### src/rtl/die_roll_decoder_if.sv
// Die-select link between the button encoder (master) and the roll decoder (slave).
// Carries the die code, the raw roll button, and the roll/decode results back out.
interface die_roll_decoder_if;
   logic [3:0] dieSelect;
   logic       rollBtn;
   logic [4:0] rollValue;
   logic       rollDone;
   logic       busy;
   logic [4:0] dieSides;
   logic       selError;

   modport master (
      output dieSelect, rollBtn,
      input  rollValue, rollDone, busy, dieSides, selError
   );

   modport slave (
      input  dieSelect, rollBtn,
      output rollValue, rollDone, busy, dieSides, selError
   );
endinterface

### src/rtl/die_roll_decoder.sv
// Decodes the die-select code and runs the spin/latch roll sequence.
// A wrapping spin counter is sampled when the synchronized button is released.
module die_roll_decoder #(
   parameter int MIN_SPIN = 8,
   parameter int CNT_W    = 8
) (
   input logic               clk,
   input logic               reset,
   die_roll_decoder_if.slave bus
);

   typedef enum logic [1:0] {
      IDLE = 2'd0,
      SPIN = 2'd1,
      SHOW = 2'd2
   } state_t;

   localparam logic [CNT_W-1:0] MIN_C   = CNT_W'(MIN_SPIN);
   localparam logic [CNT_W-1:0] CNT_MAX = '1;

   state_t           r_state;
   state_t           w_next;
   logic             r_sync1;
   logic             r_btnSync;
   logic [4:0]       r_n;
   logic [4:0]       r_spin;
   logic [4:0]       r_testCount;
   logic [4:0]       r_rollValue;
   logic             r_testMode;
   logic [CNT_W-1:0] r_cycleCnt;

   logic [4:0]       w_sides;
   logic             w_selErr;
   logic             w_isTest;
   logic             w_start;
   logic             w_latch;

   // Code decode; 0110 and 1xxx are invalid.
   always_comb begin
      w_sides  = 5'd0;
      w_selErr = 1'b0;
      w_isTest = 1'b0;
      case (bus.dieSelect)
         4'b0000: w_sides = 5'd4;
         4'b0001: w_sides = 5'd6;
         4'b0010: w_sides = 5'd8;
         4'b0011: w_sides = 5'd10;
         4'b0100: w_sides = 5'd12;
         4'b0101: w_sides = 5'd20;
         4'b0111: begin
            w_sides  = 5'd20;
            w_isTest = 1'b1;
         end
         default: w_selErr = 1'b1;
      endcase
   end

   always_ff @(posedge clk or posedge reset) begin
      if (reset) begin
         r_sync1   <= 1'b0;
         r_btnSync <= 1'b0;
      end else begin
         r_sync1   <= bus.rollBtn;
         r_btnSync <= r_sync1;
      end
   end

   always_ff @(posedge clk or posedge reset) begin
      if (reset) r_state <= IDLE;
      else       r_state <= w_next;
   end

   always_comb begin
      w_next  = r_state;
      w_start = 1'b0;
      w_latch = 1'b0;
      case (r_state)
         IDLE: begin
            if (r_btnSync && !w_selErr) begin
               w_start = 1'b1;
               w_next  = SPIN;
            end
         end
         SPIN: begin
            if (!r_btnSync && (r_cycleCnt >= MIN_C)) begin
               w_latch = 1'b1;
               w_next  = SHOW;
            end
         end
         SHOW:    w_next = IDLE;
         default: w_next = IDLE;
      endcase
   end

   // N and testMode are captured at roll start so later code changes cannot disturb the roll.
   always_ff @(posedge clk or posedge reset) begin
      if (reset) begin
         r_n         <= 5'd0;
         r_testMode  <= 1'b0;
         r_spin      <= 5'd0;
         r_cycleCnt  <= '0;
         r_testCount <= 5'd1;
         r_rollValue <= 5'd0;
      end else begin
         if (w_start) begin
            r_n        <= w_sides;
            r_testMode <= w_isTest;
            r_spin     <= 5'd1;
            r_cycleCnt <= CNT_W'(1);
         end else if (r_state == SPIN) begin
            r_spin     <= (r_spin == r_n) ? 5'd1 : r_spin + 5'd1;
            r_cycleCnt <= (r_cycleCnt == CNT_MAX) ? r_cycleCnt : r_cycleCnt + CNT_W'(1);
         end
         // Latch uses the pre-increment spin value of the exit cycle.
         if (w_latch)
            r_rollValue <= r_testMode ? r_testCount : r_spin;
         if ((r_state == SHOW) && r_testMode)
            r_testCount <= (r_testCount == 5'd20) ? 5'd1 : r_testCount + 5'd1;
      end
   end

   assign bus.rollValue = r_rollValue;
   assign bus.rollDone  = (r_state == SHOW);
   assign bus.busy      = (r_state != IDLE);
   assign bus.dieSides  = w_sides;
   assign bus.selError  = w_selErr;

endmodule

### src/flat_wrapper.sv
// flat-port wrapper written by rule: the top's interface ports become plain ports
module die_roll_decoder_flat 
#(
   parameter int MIN_SPIN = 8,
   parameter int CNT_W    = 8
)
  (clk, reset, bus_dieSelect, bus_rollBtn, bus_rollValue, bus_rollDone, bus_busy, bus_dieSides, bus_selError);
  die_roll_decoder_if bus_i ();
  input logic clk;
  input logic reset;
  input wire logic [$bits(bus_i.dieSelect)-1:0] bus_dieSelect;
  input wire logic [$bits(bus_i.rollBtn)-1:0] bus_rollBtn;
  output wire logic [$bits(bus_i.rollValue)-1:0] bus_rollValue;
  output wire logic [$bits(bus_i.rollDone)-1:0] bus_rollDone;
  output wire logic [$bits(bus_i.busy)-1:0] bus_busy;
  output wire logic [$bits(bus_i.dieSides)-1:0] bus_dieSides;
  output wire logic [$bits(bus_i.selError)-1:0] bus_selError;
  assign bus_i.dieSelect = bus_dieSelect;
  assign bus_i.rollBtn = bus_rollBtn;
  assign bus_rollValue = bus_i.rollValue;
  assign bus_rollDone = bus_i.rollDone;
  assign bus_busy = bus_i.busy;
  assign bus_dieSides = bus_i.dieSides;
  assign bus_selError = bus_i.selError;
  die_roll_decoder #(.MIN_SPIN(MIN_SPIN), .CNT_W(CNT_W)) u_core (.clk(clk), .reset(reset), .bus(bus_i));
endmodule
### config.mk
export PLATFORM = sky130hd
export DESIGN_NAME = die_roll_decoder_flat
export DESIGN_NICKNAME = d
export VERILOG_FILES = /design/src/rtl/die_roll_decoder_if.sv /design/src/rtl/die_roll_decoder.sv /design/src/flat_wrapper.sv
export SDC_FILE = /design/constraint.sdc
export NUM_CORES = 1
export LEC_CHECK = 0
export CAP_MARGIN = 20
export CORE_ASPECT_RATIO = 0.6
export CORE_MARGIN = 2
export CORE_UTILIZATION = 55
export DETAILED_ROUTE_END_ITERATION = 7
export GPL_TIMING_DRIVEN = 0
export PLACE_DENSITY_LB_ADDON = 0.05
export SKIP_LAST_GASP = 1
export SYNTH_ARGS = -nofsm -noshare
export SYNTH_HDL_FRONTEND = slang
export SYNTH_SLANG_ARGS = --single-unit
### constraint.sdc
create_clock -name clk -period 1.9 [get_ports clk]
set_input_delay 0.19 -clock clk [delete_from_list [all_inputs] [get_ports clk]]
set_output_delay 0.19 -clock clk [all_outputs]
set_load 0.02 [all_outputs]
== Word level (Yosys, flattened, before mapping) ==
Cells that the tools add are included.

* Bits of input ports: 7
* Output and inout bits: 13
* Bits in registers: 33

* Equal/unequal tests: 14
* Magnitude comparators: 1
* Mux-type cells: 18
* $add $sub $neg: 3
* Reductions and logical operators: 12

{| class="wikitable"
|+ Operator list
! operator !! count
|-
| 5-bit case mux with 6 select lines || 1
|-
| 5-bit two-way mux || 5
|-
| 8-bit two-way mux || 3
|-
| 4-bit by 3-bit equality test with 1-bit output (second input constant) || 3
|-
| 5-bit by 1-bit adder with 5-bit output (second input constant) || 2
|-
| 8-bit by 1-bit adder with 8-bit output (second input constant) || 1
|-
| 4-bit by 2-bit equality test with 1-bit output (second input constant) || 2
|-
| 8-bit equality test (second input constant) || 1
|-
| 8-bit by 4-bit greater-or-equal comparator with 1-bit output (second input constant) || 1
|-
| 7-bit OR reduction || 1
|-
| 1-bit two-way mux || 6
|-
| 2-bit by 1-bit != test with 1-bit output (second input constant) || 3
|-
| 5-bit equality test || 1
|-
| 5-bit equality test (second input constant) || 1
|-
| 4-bit by 1-bit equality test with 1-bit output (second input constant) || 1
|-
| 4-bit logical NOT || 1
|-
| 2-bit two-way mux || 2
|-
| 2-bit case mux with 2 select lines || 1
|-
| 2-bit AND reduction || 2
|-
| 2-bit nonzero test || 2
|-
| 1-bit logical AND || 3
|-
| 2-bit by 1-bit equality test with 1-bit output (second input constant) || 1
|-
| 2-bit equality test (second input constant) || 1
|-
| 2-bit logical NOT || 1
|-
| 2 further kinds || 2
|}

== Longest topological paths before layout ==
* Depth in word-level cells: 7
* Gate-level depth with buffers: 6
* Depth with buffers taken out: 6

== Worst setup path after synthesis ==
Ideal clock, no wire load.

* Path type: reg-to-reg
* Start point: reg u_core.r_spin[4]
* End point: reg u_core.r_spin[2]
* Setup slack: 0.355 ns
* Cell stages (with the launch flop): 5
* Path buffers: 0
* Arrival time: 1.413 ns
* Library setup time: 0.132 ns
* Cells stage by stage: dfrtp_1 -> xor2_1 -> or4_4 -> o311ai_1 -> o21ai_1

* Word-level cells in the longest chain between the ends: 4

{| class="wikitable"
|+ Ends and longest elaborated chain
! what !! RTL line !! RTL
|-
| start, declared || die_roll_decoder.sv:26 || <nowiki>logic [4:0] r_spin;</nowiki>
|-
| start signal, assigned || die_roll_decoder.sv:111 || <nowiki>r_spin <= (r_spin == r_n) ? 5'd1 : r_spin + 5'd1;</nowiki>
|-
| 5-bit equality test || die_roll_decoder.sv:111 ||
|-
| 5-bit two-way mux || die_roll_decoder.sv:111 ||
|-
| 5-bit two-way mux || die_roll_decoder.sv:110 || <nowiki>end else if (r_state == SPIN) begin</nowiki>
|-
| 5-bit two-way mux || die_roll_decoder.sv:105 || <nowiki>if (w_start) begin</nowiki>
|}

No other way between the ends. The select of a mux whose other input is x is not followed.
A chain may end at the register's enable or synchronous reset.

== Final worst setup path ==
* Start point: in bus_dieSelect[2]
* End point: out bus_dieSides[1]

* Word-level cells in the longest chain between the ends: 3

{| class="wikitable"
|+ Ends and longest elaborated chain
! what !! RTL line !! RTL
|-
| start, declared || flat_wrapper.sv:11 || <nowiki>input wire logic [$bits(bus_i.dieSelect)-1:0] bus_dieSelect;</nowiki>
|-
| 4-bit by 3-bit equality test with 1-bit output || die_roll_decoder.sv:43 || <nowiki>case (bus.dieSelect)</nowiki>
|-
| 2-bit OR reduction (no source line) || -- ||
|-
| 5-bit case mux with 6 select lines (*) || die_roll_decoder.sv:43 ||
|-
| end, declared || flat_wrapper.sv:16 || <nowiki>output wire logic [$bits(bus_i.dieSides)-1:0] bus_dieSides;</nowiki>
|}

Mark *: on every way between the ends. The rest lies on a longest branch, timed or not.

==> reports/metrics.cfg <==
[cells_and_area]
final_util_pct = 70.3
n_antenna_cell = 0
syn_to_final_growth_pct = 20.7
drive_above_1_share_pct = 9.64
final_nets = 208

[yosys]
synth_fp_nets = 182
synth.avg_cell_area_um2 = 9.91
synth_top_cells_by_area = dfrtp_1, mux2i_1, ha_1
yosysMostFrequentCell = dfrtp_1
synth_top_area_share_pct = 46.1
ys_ff_latch = 32
async_reset_ff_share_pct = 100
yosysWarnings = 0
synth_common_cells = dfrtp_1, nand2_1, inv_1, nor2_1, mux2i_1
ys.flop_type = dfrtp_1
yosysSeqAreaShare_pct = 47.6
synth-edff-count = 0
synth_cell_types = 42
synth_top_cell_by_area = dfrtp_1
syn_area_um2 = 1680
synthCells = 170

[worst_setup_path]
r2r-end = u_core.r_spin[2]$_DFFE_PP0P_
cp_top_family = buffers and inverters
crit_chain = clkdlybuf4s50_1, nor3b_2, clkdlybuf4s50_1
critPathSlowestCell = clkdlybuf4s50_1
cpMostUsedCell = clkdlybuf4s50_1
required_ns = 1.71
timing.rr.start = u_core.r_spin[4]$_DFFE_PP0P_
r2r_slack_ns = 0.24
cp_max_fo = 5
endpoint_kind = primary output
arrival_ns = 1.61
crit_buf_inv = 2
critPathMaxStageDelay_ns = 0.64
crit_type = input pin to primary output
rr_worst_depth = 4
start_kind = input pin

[route]
vias_per_cell = 5.59
ant_nets = 0
finalWirelength_mm = 3.59
vias = 1337
wl_per_cell_um = 15.0
drtPass1Iterations = 4
first_iter_violations = 114
drc_errors = 0

[timing]
setup_viol = 0
setup_ws_ns = 0.104
relSlewSlack_pct = 54.0
fmax_mhz = 557
tightest_slew_ns = 0.689
fin_crit_sh_pct = 94.5
skew_ns = 0.00308
finalHoldViolCount = 0
drv_slew = 0
rsz0062_at_grt = no
hold_ws_ns = 0.317
min_period_ns = 1.80
fin_setup_tns_ns = 0

[clock_tree]
clock_latency_ns = 0.28
numCtsBuffers = 5
clk_path_buf_depth = 2
cts_htree_levels = 2
clockRootBuffer = clkbuf_8
cts_tree = yes
path_clk_slew_ns = 0.06
cts_num_sinks = 32

[job]
maxCapViolCount = 0

[grt]
antenna_found_initial = 0
grt_pass1_vias = 1184
grt_max_degree = 18
grt_pass1_wl_mm = 5.72
gr-total-overflow = 0
grt_use_total_pct = 23.0

[run_status]
status = completed

[floorplanning]
start_util_pct = 58.3
pin_count = 20
core_um2 = 2890
rows = 15
die_area_um2 = 3530
fp.dieH_um = 46.9
die_x_um = 75.4

[pwr]
p_leak_nw = 0.916
ir_drop_mv = 0.706
p_per_area_nw_per_um2 = 1340

[placement]
dp_hpwl_mm = 2.79
dp_slack_ns = -0.0474
place_congestion = 0.880
io_buffers = 18

[hold_path]
hold_class = input pin to asynchronous set/reset pin

[per-stage QoR]
step,instance area [µm²],std cells,power [W]
floorplan,1680,170,0.00186
global placement,1920,230,0.00218
detailed placement,1940,231,0.00225
CTS,2030,239,0.00274
global route,2030,239,0.00292
finish,2030,239,0.00273
[placed cells by master (no fill, tap or decap), drive strengths merged, types with 3 or more instances in the layout]
cell type,synthesis,final
a21oi,8,8
buf,4,5
clkbuf,1,9
clkdlybuf4s50,0,14
dfrtp,31,31
ha,5,5
inv,13,13
mux2,3,3
mux2i,9,9
nand2,14,14
nand3,8,8
nand3b,3,3
nor2,12,12
nor2b,3,3
nor3,5,5
o211ai,3,3
o21a,3,3
o21ai,11,11
xnor2,3,3
xor2,4,4
[power by group]
group / leakage (nW) / switching [W] / internal [W]
registers: 0.406 / 0.000243 / 0.000900
logic: 0.470 / 0.000590 / 0.000506
clock network: 0.0395 / 0.000230 / 0.000260
total: 0.916 / 0.00106 / 0.00167
[worst max path at each step]
stage                                      start                            to  slack [ns]  cells past startpoint
floorplan           u_core.r_spin[4]$_DFFE_PP0P_  u_core.r_spin[2]$_DFFE_PP0P_        0.35                      4
global placement                bus_dieSelect[3]               bus_dieSides[2]       -0.02                      4
detailed placement              bus_dieSelect[3]               bus_dieSides[2]       -0.05                      4
CTS                             bus_dieSelect[3]               bus_dieSides[4]        0.02                      4
global route                    bus_dieSelect[0]               bus_dieSides[1]        0.04                      3
finish                          bus_dieSelect[2]               bus_dieSides[1]        0.10                      3
[cells by family after synthesis]
logic type                 share of synthesized area (%)
xor gates and xnor gates                            3.64
and+or+nand+nor                                     18.1
other                                              0.223
DFF                                                 47.6
adders and majority gates                           3.71
buffers and inverters                               4.46
AOI/OAI and AO/OA                                   14.9
muxes                                               7.36
[registers in the layout (all words and copies together) (netlist names)]
name,cells
u_core.bus.rollValue,5
u_core.r_btnSync,1
u_core.r_spin,5
u_core.r_n,4
u_core.r_state,2
u_core.r_sync1,1
u_core.r_testMode,1
u_core.r_testCount,5
u_core.r_cycleCnt,8
[cell type report]
class,count,area (µm²)
fill,235,858
multi-input combinational,120,812
sequential,32,802
timing repair buffer,19,210
clock buffer,8,80.1
tap,42,52.6
inverter,13,48.8
buffer,5,26.3
[timing repair]
| item | 4_1_cts | 5_1_grt |
|---|---|---|
| endpoints found under the setup margin | 3 | 2 |
| gates resized for setup | 3 | 2 |
| hold endpoints to repair | 0 | 0 |
| hold buffers | 0 | 0 |
| setup buffers | 0 | 0 |
[worst reg2reg max path: stages, from the launching register on]
cell and delay, ns:
dfrtp_1 0.45, xor2_1 0.17, or4_4 0.54, o311ai_1 0.28, o21ai_1 0.10
[per-layer routing]
layer	GRT usage [%]	part of all wire, %	wire [µm]	vias up
li1	-	-	-	643
met1	34.0	52	1880	658
met2	33.0	42	1510	31
met3	6.01	4.7	169	5
met4	7.72	1.1	40	0
met5	0	0	0	-
Power figures use the tool's default switching activity.
